--- src/rtl/fir_mac_secuenciador_if.sv ---
// Sample/coefficient/result bundle between the FIR sequencer and its surroundings.
// master: sample source, coefficient ROM and result sink side.
// slave: the FIR sequencer itself.
interface fir_mac_secuenciador_if #(
  parameter int N    = 16,
  parameter int TAPS = 8
);
  localparam int KW = $clog2(TAPS);

  logic          muestra_valida;
  logic [N-1:0]  muestra;
  logic [KW-1:0] coef_dir;
  logic [N-1:0]  coef;
  logic [N-1:0]  resultado;
  logic          resultado_valido;
  logic          ocupado;
  logic          desborde;
  logic          perdida;

  modport master (
    output muestra_valida, muestra, coef,
    input  coef_dir, resultado, resultado_valido, ocupado, desborde, perdida
  );

  modport slave (
    input  muestra_valida, muestra, coef,
    output coef_dir, resultado, resultado_valido, ocupado, desborde, perdida
  );
endinterface

--- src/rtl/fir_mac_secuenciador.sv ---
// Time-multiplexed FIR: one N x N multiplier and one accumulator walk TAPS coefficients.
// Latency: resultado_valido TAPS+1 clocks after the accepting edge; min sample period TAPS+2.
// No backpressure: samples arriving while busy are dropped and flagged on perdida.
module fir_mac_secuenciador #(
  parameter int N     = 16,
  parameter int F     = 8,
  parameter int TAPS  = 8,
  parameter int GUARD = 4
) (
  input logic                    clk,
  input logic                    reset,
  fir_mac_secuenciador_if.slave  bus
);
  localparam int KW = $clog2(TAPS);
  localparam int AW = 2*N + GUARD;

  localparam logic [KW-1:0]        K_LAST = KW'(TAPS-1);
  // TAPS reduced modulo 2^KW; adding it realigns a negative ptr-k into 0..TAPS-1.
  localparam logic [KW-1:0]        K_TAPS = KW'(TAPS);
  localparam logic signed [AW-1:0] S_MAX  = AW'((2**(N-1)) - 1);
  localparam logic signed [AW-1:0] S_MIN  = ~S_MAX;

  typedef enum logic [1:0] {IDLE, MAC, SALIDA} state_t;

  state_t                state;
  logic [N-1:0]          buffer [TAPS];
  logic [KW-1:0]         ptr;
  logic [KW-1:0]         k;
  logic signed [AW-1:0]  acc;
  logic [N-1:0]          resultado;
  logic                  resultado_valido;
  logic                  ocupado;
  logic                  desborde;
  logic                  perdida;

  logic [KW-1:0]         idx;
  logic signed [2*N-1:0] prod;
  logic signed [AW-1:0]  prod_ext;
  logic signed [AW-1:0]  s;
  logic [N-1:0]          sat_res;
  logic                  sat_flag;

  // k is parked at 0 outside MAC, so the ROM address is simply k.
  assign bus.coef_dir         = k;
  assign bus.resultado        = resultado;
  assign bus.resultado_valido = resultado_valido;
  assign bus.ocupado          = ocupado;
  assign bus.desborde         = desborde;
  assign bus.perdida          = perdida;

  // Tap index into the circular delay line and the full-precision product.
  always_comb begin
    idx      = (ptr >= k) ? (ptr - k) : (ptr - k + K_TAPS);
    prod     = (2*N)'($signed(bus.coef)) * (2*N)'($signed(buffer[idx]));
    prod_ext = {{GUARD{prod[2*N-1]}}, prod};
  end

  // Truncate toward minus infinity, then clamp to the N-bit signed range.
  always_comb begin
    s        = acc >>> F;
    sat_res  = s[N-1:0];
    sat_flag = 1'b0;
    if (s > S_MAX) begin
      sat_res  = S_MAX[N-1:0];
      sat_flag = 1'b1;
    end else if (s < S_MIN) begin
      sat_res  = S_MIN[N-1:0];
      sat_flag = 1'b1;
    end
  end

  // Sequencer FSM with delay line, accumulator and registered outputs.
  always_ff @(posedge clk or posedge reset) begin
    if (reset) begin
      state            <= IDLE;
      ptr              <= '0;
      k                <= '0;
      acc              <= '0;
      resultado        <= '0;
      resultado_valido <= 1'b0;
      ocupado          <= 1'b0;
      desborde         <= 1'b0;
      perdida          <= 1'b0;
      for (int i = 0; i < TAPS; i++) begin
        buffer[i] <= '0;
      end
    end else begin
      resultado_valido <= 1'b0;
      desborde         <= 1'b0;
      perdida          <= bus.muestra_valida && (state != IDLE);
      case (state)
        IDLE: begin
          if (bus.muestra_valida) begin
            buffer[ptr] <= bus.muestra;
            acc         <= '0;
            k           <= '0;
            ocupado     <= 1'b1;
            state       <= MAC;
          end
        end
        MAC: begin
          acc <= acc + prod_ext;
          if (k == K_LAST) begin
            k     <= '0;
            state <= SALIDA;
          end else begin
            k <= k + KW'(1);
          end
        end
        SALIDA: begin
          resultado        <= sat_res;
          resultado_valido <= 1'b1;
          desborde         <= sat_flag;
          ptr              <= (ptr == K_LAST) ? '0 : ptr + KW'(1);
          ocupado          <= 1'b0;
          state            <= IDLE;
        end
        default: begin
          ocupado <= 1'b0;
          state   <= IDLE;
        end
      endcase
    end
  end
endmodule

--- src/flat_wrapper.sv ---
// flat-port wrapper written by rule: the top's interface ports become plain ports
module fir_mac_secuenciador_flat 
#(
  parameter int N     = 16,
  parameter int F     = 8,
  parameter int TAPS  = 8,
  parameter int GUARD = 4
)
  (clk, reset, bus_muestra_valida, bus_muestra, bus_coef, bus_coef_dir, bus_resultado, bus_resultado_valido, bus_ocupado, bus_desborde, bus_perdida);
  fir_mac_secuenciador_if #(.N(N), .TAPS(TAPS)) bus_i ();
  input logic clk;
  input logic reset;
  input wire logic [$bits(bus_i.muestra_valida)-1:0] bus_muestra_valida;
  input wire logic [$bits(bus_i.muestra)-1:0] bus_muestra;
  input wire logic [$bits(bus_i.coef)-1:0] bus_coef;
  output wire logic [$bits(bus_i.coef_dir)-1:0] bus_coef_dir;
  output wire logic [$bits(bus_i.resultado)-1:0] bus_resultado;
  output wire logic [$bits(bus_i.resultado_valido)-1:0] bus_resultado_valido;
  output wire logic [$bits(bus_i.ocupado)-1:0] bus_ocupado;
  output wire logic [$bits(bus_i.desborde)-1:0] bus_desborde;
  output wire logic [$bits(bus_i.perdida)-1:0] bus_perdida;
  assign bus_i.muestra_valida = bus_muestra_valida;
  assign bus_i.muestra = bus_muestra;
  assign bus_i.coef = bus_coef;
  assign bus_coef_dir = bus_i.coef_dir;
  assign bus_resultado = bus_i.resultado;
  assign bus_resultado_valido = bus_i.resultado_valido;
  assign bus_ocupado = bus_i.ocupado;
  assign bus_desborde = bus_i.desborde;
  assign bus_perdida = bus_i.perdida;
  fir_mac_secuenciador #(.N(N), .F(F), .TAPS(TAPS), .GUARD(GUARD)) u_core (.clk(clk), .reset(reset), .bus(bus_i));
endmodule
--- config.mk ---
export PLATFORM = sky130hd
export DESIGN_NAME = fir_mac_secuenciador_flat
export DESIGN_NICKNAME = d
export VERILOG_FILES = /design/src/rtl/fir_mac_secuenciador_if.sv /design/src/rtl/fir_mac_secuenciador.sv /design/src/flat_wrapper.sv
export SDC_FILE = /design/constraint.sdc
export NUM_CORES = 1
export LEC_CHECK = 0
export CAP_MARGIN = 20
export CORE_ASPECT_RATIO = 1.75
export CORE_MARGIN = 2
export CORE_UTILIZATION = 64
export CTS_CLUSTER_SIZE = 40
export DETAILED_ROUTE_END_ITERATION = 10
export GPL_ROUTABILITY_DRIVEN = 0
export GPL_TIMING_DRIVEN = 0
export MAX_ROUTING_LAYER = met4
export PLACE_DENSITY = 0.86
export SLEW_MARGIN = 10
export SYNTH_ARGS = -nofsm -noshare
export SYNTH_HDL_FRONTEND = slang
export SYNTH_SLANG_ARGS = --single-unit
--- constraint.sdc ---
create_clock -name clk -period 10.8 [get_ports clk]
set_input_delay 1.62 -clock clk [delete_from_list [all_inputs] [get_ports clk]]
set_output_delay 1.62 -clock clk [all_outputs]
set_load 0.01 [all_outputs]
---- Word level (Yosys, flattened, before mapping) ----
Cells that the tools add are included.
word-level totals
  flip-flop bits (word level) ............. 192
  bits of input ports ..................... 35
  output and inout port bits .............. 23
  word-level logic and storage cells ...... 68
cells by class
  add/subtract/negate cells ............... 4
  multipliers ............................. 1
  magnitude comparators ................... 5
  equality and inequality tests ........... 6
  multiplexer cells ....................... 23
  bitwise logic cells ..................... 3
  reduce and logical (&&, ||, !) cells .... 9
operators with widths
  operator              count
  $bwmux 128            1
  $mux 16               5
  $pmux 36 s2           1
  $bmux 16 s3           1
  $demux 16 s3          1
  $add 36x32->36        1
  $mux 36               1
  $mul 16x16->32        1
  $gt 28x16->1 const B  1
  $lt 28x16->1 const B  1
  $mux 3                3
  $ge 4x4->1 const B    2
  $not 3->4             2
  $reduce_and 2->1      4
  $add 3x1->3 const B   2
  $eq 3x3->1 const B    2
  $pmux 3 s2            1
  $mux 1                5
  $lt 4x1->1 const B    1
  $mux 2                2
  $pmux 2 s2            1
  $reduce_bool 2->1     2
  $sub 3x3->3           1
  $eq 2x1->1 const B    1
  other kinds (7)       8

---- Depth between registers and ports, before layout ----
  depth after elaboration ................. 8
  depth in mapped cells ................... 31
  gate-level depth less buffers ........... 29

---- Least setup slack after synthesis ----
Ideal clock, no wire load.
  path kind ............................... reg-to-reg
  from .................................... register u_core.ptr[0]
  to ...................................... register u_core.acc[34]
  setup time .............................. 142 ps
  data arrival time ....................... 7,529 ps
  setup slack ............................. 3,130 ps
  cell stages (with the launch flop) ...... 31
  clock period less this slack ............ 7,670 ps
  path through ............................ dfrtp_1 > inv_1 > ha_1 > inv_1 > fa_1 > xnor3_2 > buf_6 > mux4_2 > mux2_2 > buf_6 > and2_1 > fa_1 > inv_1 > fa_1 > fa_1 > inv_1 > fa_1 > fa_1 > inv_1 > fa_1 > inv_1 > ha_1 > clkbuf_1 > a21oi_1 > o21ai_0 > a21oi_1 > nand2_1 > o21ai_0 > a21oi_1 > o311ai_0 > o211ai_1
between the ends
  longest elaborated chain between the ends .. 8
ends and longest elaborated chain
  item                                         line                         text
  start, declared                              fir_mac_secuenciador.sv:27   logic [KW-1:0] ptr;
  start signal, assigned                       fir_mac_secuenciador.sv:114  ptr <= (ptr == K_LAST) ? '0 : ptr + KW'(1);
  $sub 3x3->3                                  fir_mac_secuenciador.sv:53   idx = (ptr >= k) ? (ptr - k) : (ptr - k + K_TAPS);
  $not 3->4 (not written as such)              fir_mac_secuenciador.sv:54   prod = (2*N)'($signed(bus.coef)) * (2*N)'($signed(buffer[idx]));
  $bmux 16 s3                                  fir_mac_secuenciador.sv:54
  $mux 16 (not written as such) (2 in series)  fir_mac_secuenciador.sv:54
  $mul 16x16->32                               fir_mac_secuenciador.sv:54
  $add 36x32->36                               fir_mac_secuenciador.sv:102  acc <= acc + prod_ext;
  $pmux 36 s2                                  fir_mac_secuenciador.sv:91   case (state)
  end signal, assigned                         fir_mac_secuenciador.sv:102
  end, declared                                fir_mac_secuenciador.sv:29   logic signed [AW-1:0] acc;
Every way passes these cells. The select of a mux whose other input is x is not followed.
A chain may end at the register's enable or synchronous reset.

---- Worst setup path after layout ----
  from .................................... register u_core.k[0], in the netlist u_core.bus.coef_dir[0]
  to ...................................... register u_core.acc[28]
between the ends
  longest elaborated chain between the ends .. 8
ends and longest elaborated chain
  item                                         line                         text
  start, declared                              fir_mac_secuenciador.sv:28   logic [KW-1:0] k;
  start signal, assigned                       fir_mac_secuenciador.sv:107  k <= k + KW'(1);
  $sub 3x3->3                                  fir_mac_secuenciador.sv:53
  $not 3->4 (not written as such)              fir_mac_secuenciador.sv:54
  $bmux 16 s3                                  fir_mac_secuenciador.sv:54
  $mux 16 (not written as such) (2 in series)  fir_mac_secuenciador.sv:54
  $mul 16x16->32                               fir_mac_secuenciador.sv:54
  $add 36x32->36                               fir_mac_secuenciador.sv:102
  $pmux 36 s2                                  fir_mac_secuenciador.sv:91
Every way passes these cells. The select of a mux whose other input is x is not followed.

==> summary.md <==
| Metric | Value |
|---|---|
| CP Capture Type | flip-flop |
| Worst clock skew | 0.008039 ns |
| Post-route ant nets | 0 |
| Final setup vio count | 0 |
| CP arrival | 9.97 ns |
| Peak Freq | 0.1043 GHz |
| Post-synth EDFFs | 0 |
| Status | completed |
| Top-count cell post-synth | inv_1 |
| Number of DRC markers in iteration 0 | 1335 |
| H-tree depth | 4 |
| Critical-path top delay cell | buf_1 |
| Post-synth top flop | dfrtp_1 |
| Syn nets | 2338 |
| Die width | about 140 um |
| CP peak stage delay | 0.67 ns |
| Sequential cell area | 4805 um^2 |
| Hold Path Class | reg -> reg |
| TNS Setup | 0 ns |
| Fillers | 2038 |
| I/O pins | 58 |
| Post-synthesis register bit count | 192 |
| Period utilization | 88.80% |
| FFs w/ async S/R, synth | 100.0% |
| Vias | 14140 |
| Clock sinks | about 190 |
| CTS Root Cell | clkbuf_16 |
| Synth top area cells | fa_1, dfrtp_1, mux2_2 |
| Die footprint | about 33000 um^2 |
| Worst r2r src | u_core.bus.coef_dir[0] |
| CTS resizes | 0 |
| Share of layout cells above drive strength 1 | 11.75% |
| Post-synth top area cell | fa_1 |
| Gate Count Post-Synth | 1876 |
| Mapped cell area | 20100 um^2 |
| Global-route wire length before repair | ~83000 um |
| Area Growth Syn to Fin | 8.614% |
| Drt first pass iters | 8 |
| Crit path max fanout | 10 |
| Worst-path clk slew | 0.07 ns |
| YS warnings | 0 |
| Final Max Tran Viols | 0 |
| Avg Inst Size Synth | between 10 and 15 um^2 |
| Final min period | 9.590 ns |
| Ant diodes | 0 |
| CTS tree | yes |
| GRT Total Usage | between 30% and 40% |
| RSZ-0062 raised after global routing | false |
| Die H | approximately 240 um |
| Startpoint Class | flip-flop |
| Post-DP HPWL | slightly above 40000 um |
| Routed WL | 51210 um |
| Wire length per cell | 21.73 um |
| Number of buffers created by CTS | 17 |
| Largest net degree at the start of global routing | 117 |
| Remaining Overflow, GRT | 0 |
| Initial antenna violation count | 0 |
| Critical path class | reg -> reg |
| Initial Util | 65.18% |
| Postcts setup bufs | 0 |
| CTS Buffer Depth | 2 |
| Multi-input logic area | 13480 um^2 |
| Port Buffer Count | 57 |
| # rows | 85 |
| CORE AREA | 30840 um^2 |
| Number of global-route vias before repair | ~16000 |
| Clk_lat worst skew | 0.44 ns |
| Most used cell, CP | fa_1 |
| Critical Path RT | between 10 and 15 ns |
| Synth top area share | a little under a third |
| Hold wc startpoint | u_core.bus.resultado[5] |
| NumNets Final | 2415 |
| Post-synthesis sequential area ratio | 23.90% |
| Final hold violation count | 0 |
| Post-cts hold buffer count | 0 |
| Synth cell count leaders | inv_1, fa_1, dfrtp_1 |
| Via density | roughly 6.0 |
| # DRC | 0 |
| Post-synth cell types | 50 |
| Slew HR | about 23% |
| Least-Margin Pin Slew | ~1.1 ns |
| Crit. Startpoint | u_core.bus.coef_dir[0] |
| Max Cap Viol | 0 |
## critical path, delay by kind of cell (launching register included)
kind            cells  cell delay (ns)
simple gates        4             0.86
compound gates      4             1.49
fa+ha+maj           8             3.92
flops               1             0.46
buf+inv             7             1.83
mux                 2             0.92
## cells in the final DEF (no fill, tap or decap), types with 8 or more instances in the layout
cell / instances
inv_1: 397
a22o_1: 9
clkdlybuf4s50_1: 57
buf_2: 8
nor2_1: 38
mux4_2: 31
o21ai_0: 68
fa_1: 315
xnor2_1: 22
clkbuf_16: 17
nand3_1: 10
and2_1: 40
nand2_1: 180
nand2b_1: 15
mux2i_1: 8
a21o_1: 9
nor2b_1: 91
ha_1: 112
xor2_1: 10
dfrtp_1: 192
o211ai_1: 14
a21oi_1: 38
mux2_2: 139
clkbuf_1: 45
## registers in the layout, summed over array words and instances, names as in the netlist
signal                       cells
u_core.ptr                       3
u_core.bus.resultado_valido      1
u_core.bus.resultado            16
u_core.state                     2
u_core.acc                      36
u_core.bus.perdida               1
u_core.buffer                  128
u_core.bus.desborde              1
u_core.bus.ocupado               1
u_core.bus.coef_dir              3
## stage by stage
stage / hold WS, ns / worst slack, ns / utilization (%) / area, um^2 / instances
after global placement: 0.4688 / 1.612 / 68.61 / 21160 / 2324
final: 0.4979 / 1.210 / 70.79 / 21830 / 2357
after detailed placement: 0.4796 / 1.461 / 68.73 / 21200 / 2325
after global routing: 0.5167 / 0.8061 / 70.79 / 21830 / 2357
after floorplan: 0.4563 / 3.130 / - / 20100 / 1876
after CTS: 0.4950 / 1.361 / 70.79 / 21830 / 2357
## worst paths after layout
check                      cells past startpoint  slack, ns                       to
max                                           25       1.21           u_core.acc[28]
min                                            2       0.50  u_core.bus.resultado[5]
max in group asynchronous                      3       8.16         u_core.buffer[4]
min reg2reg                                    2       0.50  u_core.bus.resultado[5]
min in group asynchronous                      2       1.63         u_core.buffer[9]
max reg2reg                                   25       1.21           u_core.acc[28]
## final cells by class
class                   instances  share of cell area (%)
plain buffers                  67                   1.473
clock buffers                  20                   2.092
clock inverters                12                  0.8252
inverters                     398                   6.877
multi-input cells            1219                   61.75
flip-flops and latches        192                   22.01
well taps                     391                   2.241
repair buffers                 58                   2.739
## routing by layer
| layer | up-vias | GRT usage, % | wire length (um) |
|---|---|---|---|
| met2 | 620 | 58.93 | 27080 |
| met5 | - | - | 0 |
| met1 | 7244 | 37.15 | 16630 |
| met4 | 0 | 24.98 | 4644 |
| li1 | 6022 | - | - |
| met3 | 255 | 5.311 | 2856 |
## cells by family after synthesis
| family | after synthesis | synth area share [%] |
|---|---|---|
| buf+inv | 465 | 9.031 |
| mux | 183 | 12.22 |
| fa+ha+maj | 427 | 38.34 |
| compound gates | 170 | 5.098 |
| simple gates | 406 | 9.897 |
| xor+xnor | 33 | 1.512 |
| flops | 192 | 23.90 |
Power is left out: the tool's default activity adds up to more than one toggle a clock period on the data nets, which glitch-free logic cannot reach.
